## src/rtl/sd_drive_arbiter.sv

```systemverilog
// sd_drive_arbiter: shares the single mist_io SD block interface between
// NUM_DRIVES wd1793 instances. Round-robin grant, LBA latch, one-hot request
// generation, ack/buffer-write routing, per-drive image-ready flags and an
// acknowledge watchdog that abandons requests mist_io never answers.
module sd_drive_arbiter #(
    parameter int          NUM_DRIVES  = 2,
    parameter logic [23:0] ACK_TIMEOUT = 24'd4800000,
    parameter int          IDX_W       = (NUM_DRIVES > 1) ? $clog2(NUM_DRIVES) : 1
) (
    input  logic                    clk_sys,
    input  logic                    reset_n,
    input  logic                    clr,
    input  logic [NUM_DRIVES-1:0]   img_mounted,
    output logic [NUM_DRIVES-1:0]   drv_ready,
    input  logic [32*NUM_DRIVES-1:0] drv_lba,
    input  logic [NUM_DRIVES-1:0]   drv_rd,
    input  logic [NUM_DRIVES-1:0]   drv_wr,
    input  logic [8*NUM_DRIVES-1:0] drv_buff_din,
    output logic [NUM_DRIVES-1:0]   drv_ack,
    output logic [NUM_DRIVES-1:0]   drv_buff_wr,
    output logic [31:0]             sd_lba,
    output logic [NUM_DRIVES-1:0]   sd_rd,
    output logic [NUM_DRIVES-1:0]   sd_wr,
    input  logic                    sd_ack,
    input  logic                    sd_buff_wr,
    output logic [7:0]              sd_buff_din,
    output logic [IDX_W-1:0]        grant,
    output logic                    busy,
    output logic                    timeout_err
);

    localparam logic [1:0] S_IDLE = 2'd0;
    localparam logic [1:0] S_REQ  = 2'd1;
    localparam logic [1:0] S_XFER = 2'd2;
    localparam logic [1:0] S_DONE = 2'd3;

    // Last drive served resets to the highest index so drive 0 wins first.
    localparam logic [IDX_W-1:0] LAST_GRANT_RST = IDX_W'(NUM_DRIVES - 1);
    localparam logic [23:0]      WD_LAST        = ACK_TIMEOUT - 24'd1;

    logic [1:0]            state_q, state_d;
    logic [IDX_W-1:0]      grant_q, grant_d;
    logic [IDX_W-1:0]      last_grant_q, last_grant_d;
    logic [31:0]           sd_lba_q, sd_lba_d;
    logic                  dir_rd_q, dir_rd_d;
    logic [23:0]           wd_cnt_q, wd_cnt_d;
    logic                  timeout_q, timeout_d;
    logic [NUM_DRIVES-1:0] mnt_s_q, mnt_s_d;
    logic [NUM_DRIVES-1:0] mnt_h_q, mnt_h_d;
    logic [NUM_DRIVES-1:0] ready_q, ready_d;

    logic [NUM_DRIVES-1:0] pending;
    logic                  scan_found;
    logic [IDX_W-1:0]      scan_idx;
    int                    scan_sum;
    logic                  req_live;
    logic                  xfer_act;

    logic [31:0] lba_arr [NUM_DRIVES];
    logic [7:0]  din_arr [NUM_DRIVES];

    assign pending  = drv_rd | drv_wr;
    assign xfer_act = (state_q == S_REQ) || (state_q == S_XFER);

    // Per-drive unpacking of the flat buses plus request/ack routing.
    for (genvar gi = 0; gi < NUM_DRIVES; gi++) begin : g_drv
        assign lba_arr[gi]     = drv_lba[32*gi +: 32];
        assign din_arr[gi]     = drv_buff_din[8*gi +: 8];
        assign sd_rd[gi]       = xfer_act &  dir_rd_q & (grant_q == IDX_W'(gi));
        assign sd_wr[gi]       = xfer_act & ~dir_rd_q & (grant_q == IDX_W'(gi));
        assign drv_ack[gi]     = xfer_act & sd_ack     & (grant_q == IDX_W'(gi));
        assign drv_buff_wr[gi] = xfer_act & sd_buff_wr & (grant_q == IDX_W'(gi));
    end

    assign sd_buff_din = din_arr[grant_q];
    assign sd_lba      = sd_lba_q;
    assign grant       = grant_q;
    assign busy        = (state_q != S_IDLE);
    assign timeout_err = timeout_q;
    assign drv_ready   = ready_q;

    // Round-robin scan starting after the last served drive.
    always_comb begin
        scan_found = 1'b0;
        scan_idx   = '0;
        scan_sum   = 0;
        for (int k = 1; k <= NUM_DRIVES; k++) begin
            scan_sum = int'(last_grant_q) + k;
            if (scan_sum >= NUM_DRIVES) begin
                scan_sum = scan_sum - NUM_DRIVES;
            end
            if (!scan_found && pending[IDX_W'(scan_sum)]) begin
                scan_found = 1'b1;
                scan_idx   = IDX_W'(scan_sum);
            end
        end
    end

    // Arbiter FSM, watchdog and ready-flag next-state logic.
    always_comb begin
        state_d      = state_q;
        grant_d      = grant_q;
        last_grant_d = last_grant_q;
        sd_lba_d     = sd_lba_q;
        dir_rd_d     = dir_rd_q;
        wd_cnt_d     = wd_cnt_q;
        timeout_d    = 1'b0;
        req_live     = dir_rd_q ? drv_rd[grant_q] : drv_wr[grant_q];

        case (state_q)
            S_IDLE: begin
                if (scan_found) begin
                    grant_d  = scan_idx;
                    sd_lba_d = lba_arr[scan_idx];
                    dir_rd_d = drv_rd[scan_idx];
                    wd_cnt_d = '0;
                    state_d  = S_REQ;
                end
            end
            S_REQ: begin
                if (sd_ack) begin
                    state_d = S_XFER;
                end else if (!req_live) begin
                    state_d = S_IDLE;
                end else if (wd_cnt_q == WD_LAST) begin
                    timeout_d = 1'b1;
                    state_d   = S_IDLE;
                end else begin
                    wd_cnt_d = wd_cnt_q + 24'd1;
                end
            end
            S_XFER: begin
                if (!sd_ack) begin
                    state_d = S_DONE;
                end
            end
            S_DONE: begin
                last_grant_d = grant_q;
                state_d      = S_IDLE;
            end
            default: state_d = S_IDLE;
        endcase

        // Two-flop rising-edge detect on the mount strobes; clr dominates.
        mnt_s_d = img_mounted;
        mnt_h_d = mnt_s_q;
        if (clr) begin
            ready_d = '0;
        end else begin
            ready_d = ready_q | (mnt_s_q & ~mnt_h_q);
        end
    end

    // State registers with asynchronous active-low reset.
    always_ff @(posedge clk_sys or negedge reset_n) begin
        if (!reset_n) begin
            state_q      <= S_IDLE;
            grant_q      <= '0;
            last_grant_q <= LAST_GRANT_RST;
            sd_lba_q     <= '0;
            dir_rd_q     <= 1'b0;
            wd_cnt_q     <= '0;
            timeout_q    <= 1'b0;
            mnt_s_q      <= '0;
            mnt_h_q      <= '0;
            ready_q      <= '0;
        end else begin
            state_q      <= state_d;
            grant_q      <= grant_d;
            last_grant_q <= last_grant_d;
            sd_lba_q     <= sd_lba_d;
            dir_rd_q     <= dir_rd_d;
            wd_cnt_q     <= wd_cnt_d;
            timeout_q    <= timeout_d;
            mnt_s_q      <= mnt_s_d;
            mnt_h_q      <= mnt_h_d;
            ready_q      <= ready_d;
        end
    end

endmodule

```

## config.mk

```make
export PLATFORM = sky130hd
export DESIGN_NAME = sd_drive_arbiter
export DESIGN_NICKNAME = d
export VERILOG_FILES = /design/src/rtl/sd_drive_arbiter.sv
export SDC_FILE = /design/constraint.sdc
export NUM_CORES = 1
export LEC_CHECK = 0
export CAP_MARGIN = 20
export CORE_MARGIN = 5
export CORE_UTILIZATION = 35
export DETAILED_ROUTE_END_ITERATION = 10
export GPL_ROUTABILITY_DRIVEN = 0
export PLACE_DENSITY_LB_ADDON = 0.1
export SLEW_MARGIN = 20
export SYNTH_ARGS = -nofsm -noshare
export SYNTH_HDL_FRONTEND = slang
export SYNTH_SLANG_ARGS = --single-unit
```

## constraint.sdc

```tcl
create_clock -name clk_sys -period 2.6 [get_ports clk_sys]
set_input_delay 0.39 -clock clk_sys [delete_from_list [all_inputs] [get_ports clk_sys]]
set_output_delay 0.39 -clock clk_sys [all_outputs]
set_load 0.005 [all_outputs]
```

### After elaboration in Yosys (flattened, before gate mapping)

Index checks and enable logic that the tools add are counted.

* add/sub/neg operators: 5
* $lt $le $gt $ge: 8
* eq/ne operators: 10
* multiplexer cells: 39
* bitwise logic cells: 20
* reduce and logical (&&, ||, !) cells: 9

Operators by type and width (number)
* two-way mux 24 bit: 4
* two-way mux 32 bit: 3
* case mux 24 bit (2 select lines): 1
* adder 24 x 1 -> 24 bit (second input constant): 1
* == test 24 x 23 -> 1 bit (second input constant): 1
* two-way mux 8 bit: 3
* two-way mux 1 bit: 21
* AND 1 bit: 12
* two-way mux 2 bit: 6
* != test 2 bit (second input constant): 5
* case mux 2 bit (4 select lines): 1
* greater-or-equal comparator 2 bit (second input constant): 3
* less-than comparator 1 x 3 -> 1 bit (second input constant): 2
* AND reduction 5 bit: 1
* == test 2 bit (second input constant): 2
* less-than comparator 1 x 2 -> 1 bit (second input constant): 2
* != test 4 x 3 -> 1 bit (second input constant): 1
* NOT 1 -> 2 bit: 2
* nonzero test 2 bit: 2
* adder 1 x 2 -> 3 bit (second input constant): 1
* greater-or-equal comparator 3 x 2 -> 1 bit (second input constant): 1
* AND reduction 3 bit: 1
* adder 1 x 1 -> 2 bit (second input constant): 1
* AND 2 bit: 1
* 11 further kinds: 13

* bits in registers: 68
* input bits: 91
* word-level logic and storage cells: 101

### Longest topological paths before layout

Gate-level depths: netlist of run 1.

* depth after elaboration: 14
* depth in mapped cells: 10
* mapped depth without buffers: 8

### Least setup slack after synthesis of run 1

No wires, ideal clock.

* path kind: register to register
* start point: reg dir_rd_q
* end point: reg wd_cnt_q[10]
* data arrival time: 1821 ps
* required time: 2527 ps
* path slack: 706 ps
* stages on the path, launching flop included: 9
* clock period less this slack: 1894 ps
* cell sequence: dfrtp_1 > mux4_2 > nor3b_2 > o21a_1 > buf_6 > o21ai_4 > buf_6 > a21oi_2 > a21oi_2

* word-level cells in the longest chain between the ends: 3

Ends and longest elaborated chain
* start: declaration: line 45 `logic dir_rd_q, dir_rd_d;`
* start signal: assignment: line 172 `dir_rd_q <= dir_rd_d;`
* two-way mux 1 bit: line 108 `req_live = dir_rd_q ? drv_rd[grant_q] : drv_wr[grant_q];`
* != test 2 bit (no line)
* AND reduction 5 bit (no line)
* end signal: assignment: line 173 `wd_cnt_q <= wd_cnt_d;`
* end: declaration: line 46 `logic [23:0] wd_cnt_q, wd_cnt_d;`

Every way passes these cells.
A chain may end at the register's enable or synchronous reset.

### Worst setup path after layout of run 1

* start point: reg state_q[0]
* end point: out drv_buff_wr[0]

* word-level cells in the longest chain between the ends: 4
* elaborated cells on any way between the ends: 5
* classes of those cells: eq/ne (2); bitwise (2); reduce/logical (1)

Ends and longest elaborated chain
* start: declaration: line 41 `logic [1:0] state_q, state_d;`
* start signal: assignment: line 168 `state_q <= state_d;`
* == test 2 x 1 -> 1 bit / == test 2 bit (equally long branches): line 63 `assign xfer_act = (state_q == S_REQ) || (state_q == S_XFER);`
* logical OR 1 bit (*): line 63
* AND 1 bit (*) (2 in series): line 72 `assign drv_buff_wr[gi] = xfer_act & sd_buff_wr & (grant_q == IDX_W'(gi));`
* end: declaration: line 20 `output logic [NUM_DRIVES-1:0] drv_buff_wr,`

Mark *: on every way between the ends. The rest lies on a longest branch, timed or not.

==> results of run 1 <==
-- critical path, cell delays in order, from the launching register on --
cell and delay (ns):
dfrtp_1 0.43, inv_1 0.09, ha_1 0.34, nor2b_1 0.24, and2_1 0.16, clkdlybuf4s50_1 0.52
-- cell usage after synthesis, types with 5 or more instances --
master,n
a21oi_1,11
a21oi_2,6
a31oi_1,8
and3_1,9
buf_2,5
clkbuf_1,12
dfrtp_1,67
ha_1,5
inv_1,8
mux2_2,9
mux2i_1,35
nand2_1,51
nand3_1,14
nand4_1,8
nor2_1,17
nor3_1,5
o21ai_0,50
o21ai_1,9
-- routing by layer --
layer / vias to the layer above / routed length (µm)
met3: 13 / 886
met1: 1517 / 4180
li1: 1629 / -
met2: 108 / 4980
met4: 0 / 162
met5: - / 0
-- cell type report --
class	instances	area [µm²]
Clock buffer	9	124
Clock inverter	7	124
Multi-Input combinational cell	272	1740
Tap cell	133	166
Sequential cell	68	1700
Inverter	8	30.0
Fill cell	900	4360
Timing Repair Buffer	161	1610
-- cells by family after synthesis --
family	after synthesis	synth area share (%)
flops	68	47.7
simple gates	121	16.5
mux	45	13.3
buf+inv	30	3.85
compound gates	101	16.9
fa+ha+maj	5	1.75
-- where the power goes --
group / switching [mW] / internal [mW] / total [mW]
Sequential: 0.224 / 1.37 / 1.60
Combinational: 1.21 / 1.45 / 2.67
Clock: 0.436 / 0.644 / 1.08
Total: 1.87 / 3.47 / 5.34
-- through the flow --
stage	util (%)	hold WS, ns	setup WS (ns)	cells
6_report	55.8	0.0419	0.0887	658
3_3_place_gp	53.2	0.356	0.284	642
5_1_grt	55.8	0.0761	0.00282	658
4_1_cts	55.8	0.0403	0.0816	658
2_1_floorplan	-	0.0944	0.706	370
3_5_place_dp	53.2	0.375	0.242	642
-- sequential cells by signal, summed over array words and instances (netlist names), 2 cells and up, named ones only --
signal / count
mnt_h_q: 2
mnt_h_d: 2
sd_lba: 32
drv_ready: 2
wd_cnt_q: 24
-- final timing paths --
path / start / to / slack (ns) / cells after the start
max: state_q[0]$_DFFE_PN0P_ / drv_buff_wr[0] / 0.09 / 5
min: reset_n / timeout_err$_DFF_PN0_ / 0.04 / 1
max reg2reg: wd_cnt_q[18]$_DFFE_PN0P_ / wd_cnt_q[20]$_DFFE_PN0P_ / 0.45 / 6
min reg2reg: mnt_h_d[1]$_DFF_PN0_ / mnt_h_q[1]$_DFF_PN0_ / 0.39 / 0
max in group asynchronous: reset_n / last_grant_q$_DFFE_PN1N_ / 1.86 / 2
min in group clk_sys: mnt_h_d[1]$_DFF_PN0_ / mnt_h_q[1]$_DFF_PN0_ / 0.39 / 0
==> impl_metrics.env, run 1 <==
export IMPL_finalInstanceArea_mm2=0.00550
export IMPL_core_rowCount=36
export IMPL_finalClockSkew_ns=0.00960
export IMPL_hold_buffers=0
export IMPL_required_ns=2.21
export IMPL_num_vias=3267
export IMPL_initialDrtViolationCount=122
export IMPL_clk_latency_ns=0.34
export IMPL_fin_setup_tns_ns=0
export IMPL_status="complete, no violations"
export IMPL_yosys_cell_types_count=45
export IMPL_dr_pass1_iters=4
export IMPL_setup_viol=0
export IMPL_netlist_instances=370
export IMPL_met3_usage_pct=6.50
export IMPL_cts_buffers=9
export IMPL_min_delay_path_class="input port to async pin"
export IMPL_synth_edf_count=0
export IMPL_post_cts_buffers=0
export IMPL_min_period_ns=2.51
export IMPL_dpl_hpwl_um=7830
export IMPL_routedWlPerCell_um=15.5
export IMPL_crit_path_max_fanout=5
export IMPL_crit_arrival_ns=2.12
export IMPL_antenna_cells=0
export IMPL_power_total_mw=5.34
export IMPL_core_area_mm2=0.00986
export IMPL_fp_dieH_um=111
export IMPL_grt_met2_usage_pct=27.5
export IMPL_grt_busiest_layer="met2"
export IMPL_synth_area_top_cells="dfrtp_1, mux2i_1, o21ai_0"
export IMPL_power_per_cell_area_mw_per_mm2=972
export IMPL_max_slew_margin_rel_pct=61.3
export IMPL_die_w_um=111
export IMPL_synth_area_mm2=0.00357
export IMPL_syn_nets=466
export IMPL_clk_pin_slew_ns=0.08
export IMPL_yosysSeqAreaShare_pct=47.7
export IMPL_grt_pass1_vias=3421
export IMPL_p_leak_nw=2.35
export IMPL_synth_avg_cell_area_um2=9.65
export IMPL_async_flop_share_pct=100
export IMPL_grt_setup_unrepaired="no"
export IMPL_drive_above_1_share_pct=11.2
export IMPL_synth_flop_cell="dfrtp_1"
export IMPL_final_cell_mix="clkdlybuf4s50_1, dfrtp_1, nand2_1"
export IMPL_fin_crit_sh_pct=96.6
export IMPL_cp_end_kind="primary output"
export IMPL_pin_count=144
export IMPL_worst_pin_slew_ns=0.581
export IMPL_grt_pass1_wl_um=16700
export IMPL_cts_num_sinks=68
export IMPL_cts_tree="yes"
export IMPL_layout_commonest_cell="clkdlybuf4s50_1"
export IMPL_via_per_inst=4.97
export IMPL_drv_cap=0
export IMPL_place_area_mm2=0.00525
export IMPL_timing_worst_setup_path_type="flop to primary output"
export IMPL_cts_buffer_depth=2
export IMPL_slew_viol_final=0
export IMPL_ant_nets=0
export IMPL_grt_util_met1_pct=19.6
export IMPL_overflow=0
export IMPL_area_growth_syn_to_layout_pct=54.0
export IMPL_fmax_mhz=398
export IMPL_routed_wl_um=10200
export IMPL_grt_max_degree=69
export IMPL_hold_viol_final=0
export IMPL_worstSetupStartpointType="flop"
export IMPL_antenna_found_initial=0
export IMPL_remaining_drc_errors=0
export IMPL_cts_resized=0
export IMPL_synth_ff_latch_count=68
export IMPL_ctsHtreeMaxLevel=3
export IMPL_port_buffers=143
export IMPL_grt_usage_pct=16.6
export IMPL_synth_warnings=0
export IMPL_nets=616
export IMPL_root_buffer="clkbuf_8"
export IMPL_synth_top_area_share_pct=47.0
export IMPL_ir_drop_mv=0.345
export IMPL_dieArea_mm2=0.0123
export IMPL_start_util_pct=36.2
export IMPL_yosysTopAreaCell="dfrtp_1"
(Power assumes the default switching activity.)
==> run 2: changes to the inputs <==
--- a/config.mk
+++ b/config.mk
@@ -6,8 +6,9 @@
 export NUM_CORES = 1
 export LEC_CHECK = 0
 export CAP_MARGIN = 20
-export CORE_MARGIN = 5
+export CORE_MARGIN = 4
 export CORE_UTILIZATION = 35
+export CTS_CLUSTER_SIZE = 10
 export DETAILED_ROUTE_END_ITERATION = 10
 export GPL_ROUTABILITY_DRIVEN = 0
 export PLACE_DENSITY_LB_ADDON = 0.1
==> run 2 against run 1 <==
Compared with the run above: via count fell by 0.86%; largest power group unchanged; fmax rose by 3.2%; clock-buffer cell count rose by 2; largest cell class unchanged; non-clock buffer count did not move; final area fell by 0.64%.
==> impl_metrics.env, run 2 (synthesis results as in run 1) <==
export IMPL_required_ns=2.21
export IMPL_hold_viol_final=0
export IMPL_initialDrtViolationCount=141
export IMPL_post_cts_buffers=0
export IMPL_dpl_hpwl_um=7660
export IMPL_ir_drop_mv=0.395
export IMPL_finalClockSkew_ns=0.00693
export IMPL_drv_cap=0
export IMPL_crit_slowest_cell="clkdlybuf4s50_1"
export IMPL_final_cell_mix="clkdlybuf4s50_1, dfrtp_1, nand2_1"
export IMPL_root_buffer="clkbuf_8"
export IMPL_routed_wl_um=9950
export IMPL_p_leak_nw=2.33
export IMPL_place_area_mm2=0.00525
export IMPL_dieArea_mm2=0.0119
export IMPL_antenna_cells=0
export IMPL_min_delay_path_class="input port to async pin"
export IMPL_fin_crit_sh_pct=93.6
export IMPL_worstSetupStartpointType="flop"
export IMPL_grt_pass1_vias=3372
export IMPL_clk_pin_slew_ns=0.07
export IMPL_multi_input_area_mm2=0.00174
export IMPL_core_rowCount=36
export IMPL_max_slew_margin_rel_pct=62.0
export IMPL_grt_pass1_wl_um=16400
export IMPL_min_period_ns=2.43
export IMPL_crit_path_max_fanout=5
export IMPL_cts_resized=0
export IMPL_cp_buffers_inverters=2
export IMPL_ctsHtreeMaxLevel=3
export IMPL_power_per_cell_area_mw_per_mm2=943
export IMPL_crit_arrival_ns=2.04
export IMPL_worst_pin_slew_ns=0.570
export IMPL_die_w_um=109
export IMPL_via_per_inst=4.92
export IMPL_fmax_mhz=411
export IMPL_start_util_pct=36.2
export IMPL_hold_buffers=0
export IMPL_num_vias=3239
export IMPL_max_stage_delay_ns=0.51
export IMPL_clk_latency_ns=0.34
export IMPL_largest_register_ffs=32
export IMPL_grt_usage_pct=17.6
export IMPL_fill_cells=908
export IMPL_routedWlPerCell_um=15.1
export IMPL_cts_buffer_depth=2
export IMPL_cts_tree="yes"
export IMPL_timing_worst_setup_path_type="flop to primary output"
export IMPL_ant_nets=0
export IMPL_finalInstanceArea_mm2=0.00547
export IMPL_drive_above_1_share_pct=11.4
export IMPL_dr_pass1_iters=4
export IMPL_crit_family="buffers and inverters"
export IMPL_nets=616
export IMPL_cts_num_sinks=68
export IMPL_cp_end_kind="primary output"
export IMPL_pin_count=144
export IMPL_cts_buffers=9
export IMPL_core_area_mm2=0.00986
export IMPL_antenna_found_initial=0
export IMPL_port_buffers=143
export IMPL_slew_viol_final=0
export IMPL_fin_setup_tns_ns=0
export IMPL_grt_setup_unrepaired="no"
export IMPL_remaining_drc_errors=0
export IMPL_crit_chain="inv_1 > ha_1 > nor2b_2 > nor2b_1 > clkdlybuf4s50_1"
export IMPL_hold_worst_slack_ns=0.0365
export IMPL_overflow=0
export IMPL_setup_viol=0
export IMPL_area_growth_syn_to_layout_pct=53.0
export IMPL_grt_max_degree=69
export IMPL_status="complete, no violations"
export IMPL_fp_dieH_um=109
export IMPL_layout_commonest_cell="clkdlybuf4s50_1"
export IMPL_seqCellArea_mm2=0.00170
run 2: changes by cell type in the layout (fill, tap and decap cells not counted), sizes merged:
cell	change
clkbuf	+2
bufinv	-2
clkinvlp	+1
clkinv	-1
run 2: final timing paths:
check	from	to	slack, ns	cells past startpoint
setup reg to reg	wd_cnt_q[18]$_DFFE_PN0P_	wd_cnt_q[20]$_DFFE_PN0P_	0.37	6
hold / removal	reset_n	timeout_err$_DFF_PN0_	0.04	1
setup / recovery	state_q[0]$_DFFE_PN0P_	sd_wr[0]	0.17	5
hold reg to reg	mnt_h_d[1]$_DFF_PN0_	mnt_h_q[1]$_DFF_PN0_	0.38	0
min in group clk_sys	mnt_h_d[1]$_DFF_PN0_	mnt_h_q[1]$_DFF_PN0_	0.38	0
max in group asynchronous	reset_n	sd_lba[1]$_DFFE_PN0P_	1.96	2
run 2: final cells by class:
type | count | share of cell area, %
well taps | 133 | 3.04
repair buffers | 161 | 29.5
inverters | 8 | 0.549
clock inverters | 5 | 1.08
multi-input cells | 272 | 31.9
flip-flops and latches | 68 | 31.2
clock buffers | 11 | 2.77
run 2: where the power goes:
| group | leakage (nW) | total [mW] | internal (mW) | switching [mW] |
|---|---|---|---|---|
| clock network | 0.102 | 0.913 | 0.497 | 0.416 |
| registers | 0.875 | 1.60 | 1.37 | 0.224 |
| logic | 1.35 | 2.64 | 1.44 | 1.20 |
| total | 2.33 | 5.15 | 3.31 | 1.84 |
run 2: through the flow:
stage / util [%] / power (mW) / setup WS, ns / std cells
final: 55.4 / 5.15 / 0.167 / 658
after global routing: 55.4 / 5.57 / 0.0277 / 658
after CTS: 55.4 / 5.23 / 0.109 / 658
after detailed placement: 53.2 / 4.30 / 0.247 / 642
after global placement: 53.2 / 4.26 / 0.283 / 642
after floorplan: - / 2.90 / 0.706 / 370
run 2: routing by layer:
metal,vias to the layer above,GRT usage [%],wire length [µm]
met1,1491,21.7,4270
met5,-,0,0
met3,12,6.81,830
li1,1633,-,-
met2,103,28.2,4720
met4,0,5.77,128
run 2: worst register-to-register path, cell delays in order (launching register included):
cell     delay [ns]
dfrtp_1        0.43
nor4_1         0.54
nand4_1        0.27
o21ai_1        0.34
nor2_2         0.05
buf_4          0.19
a221o_1        0.30
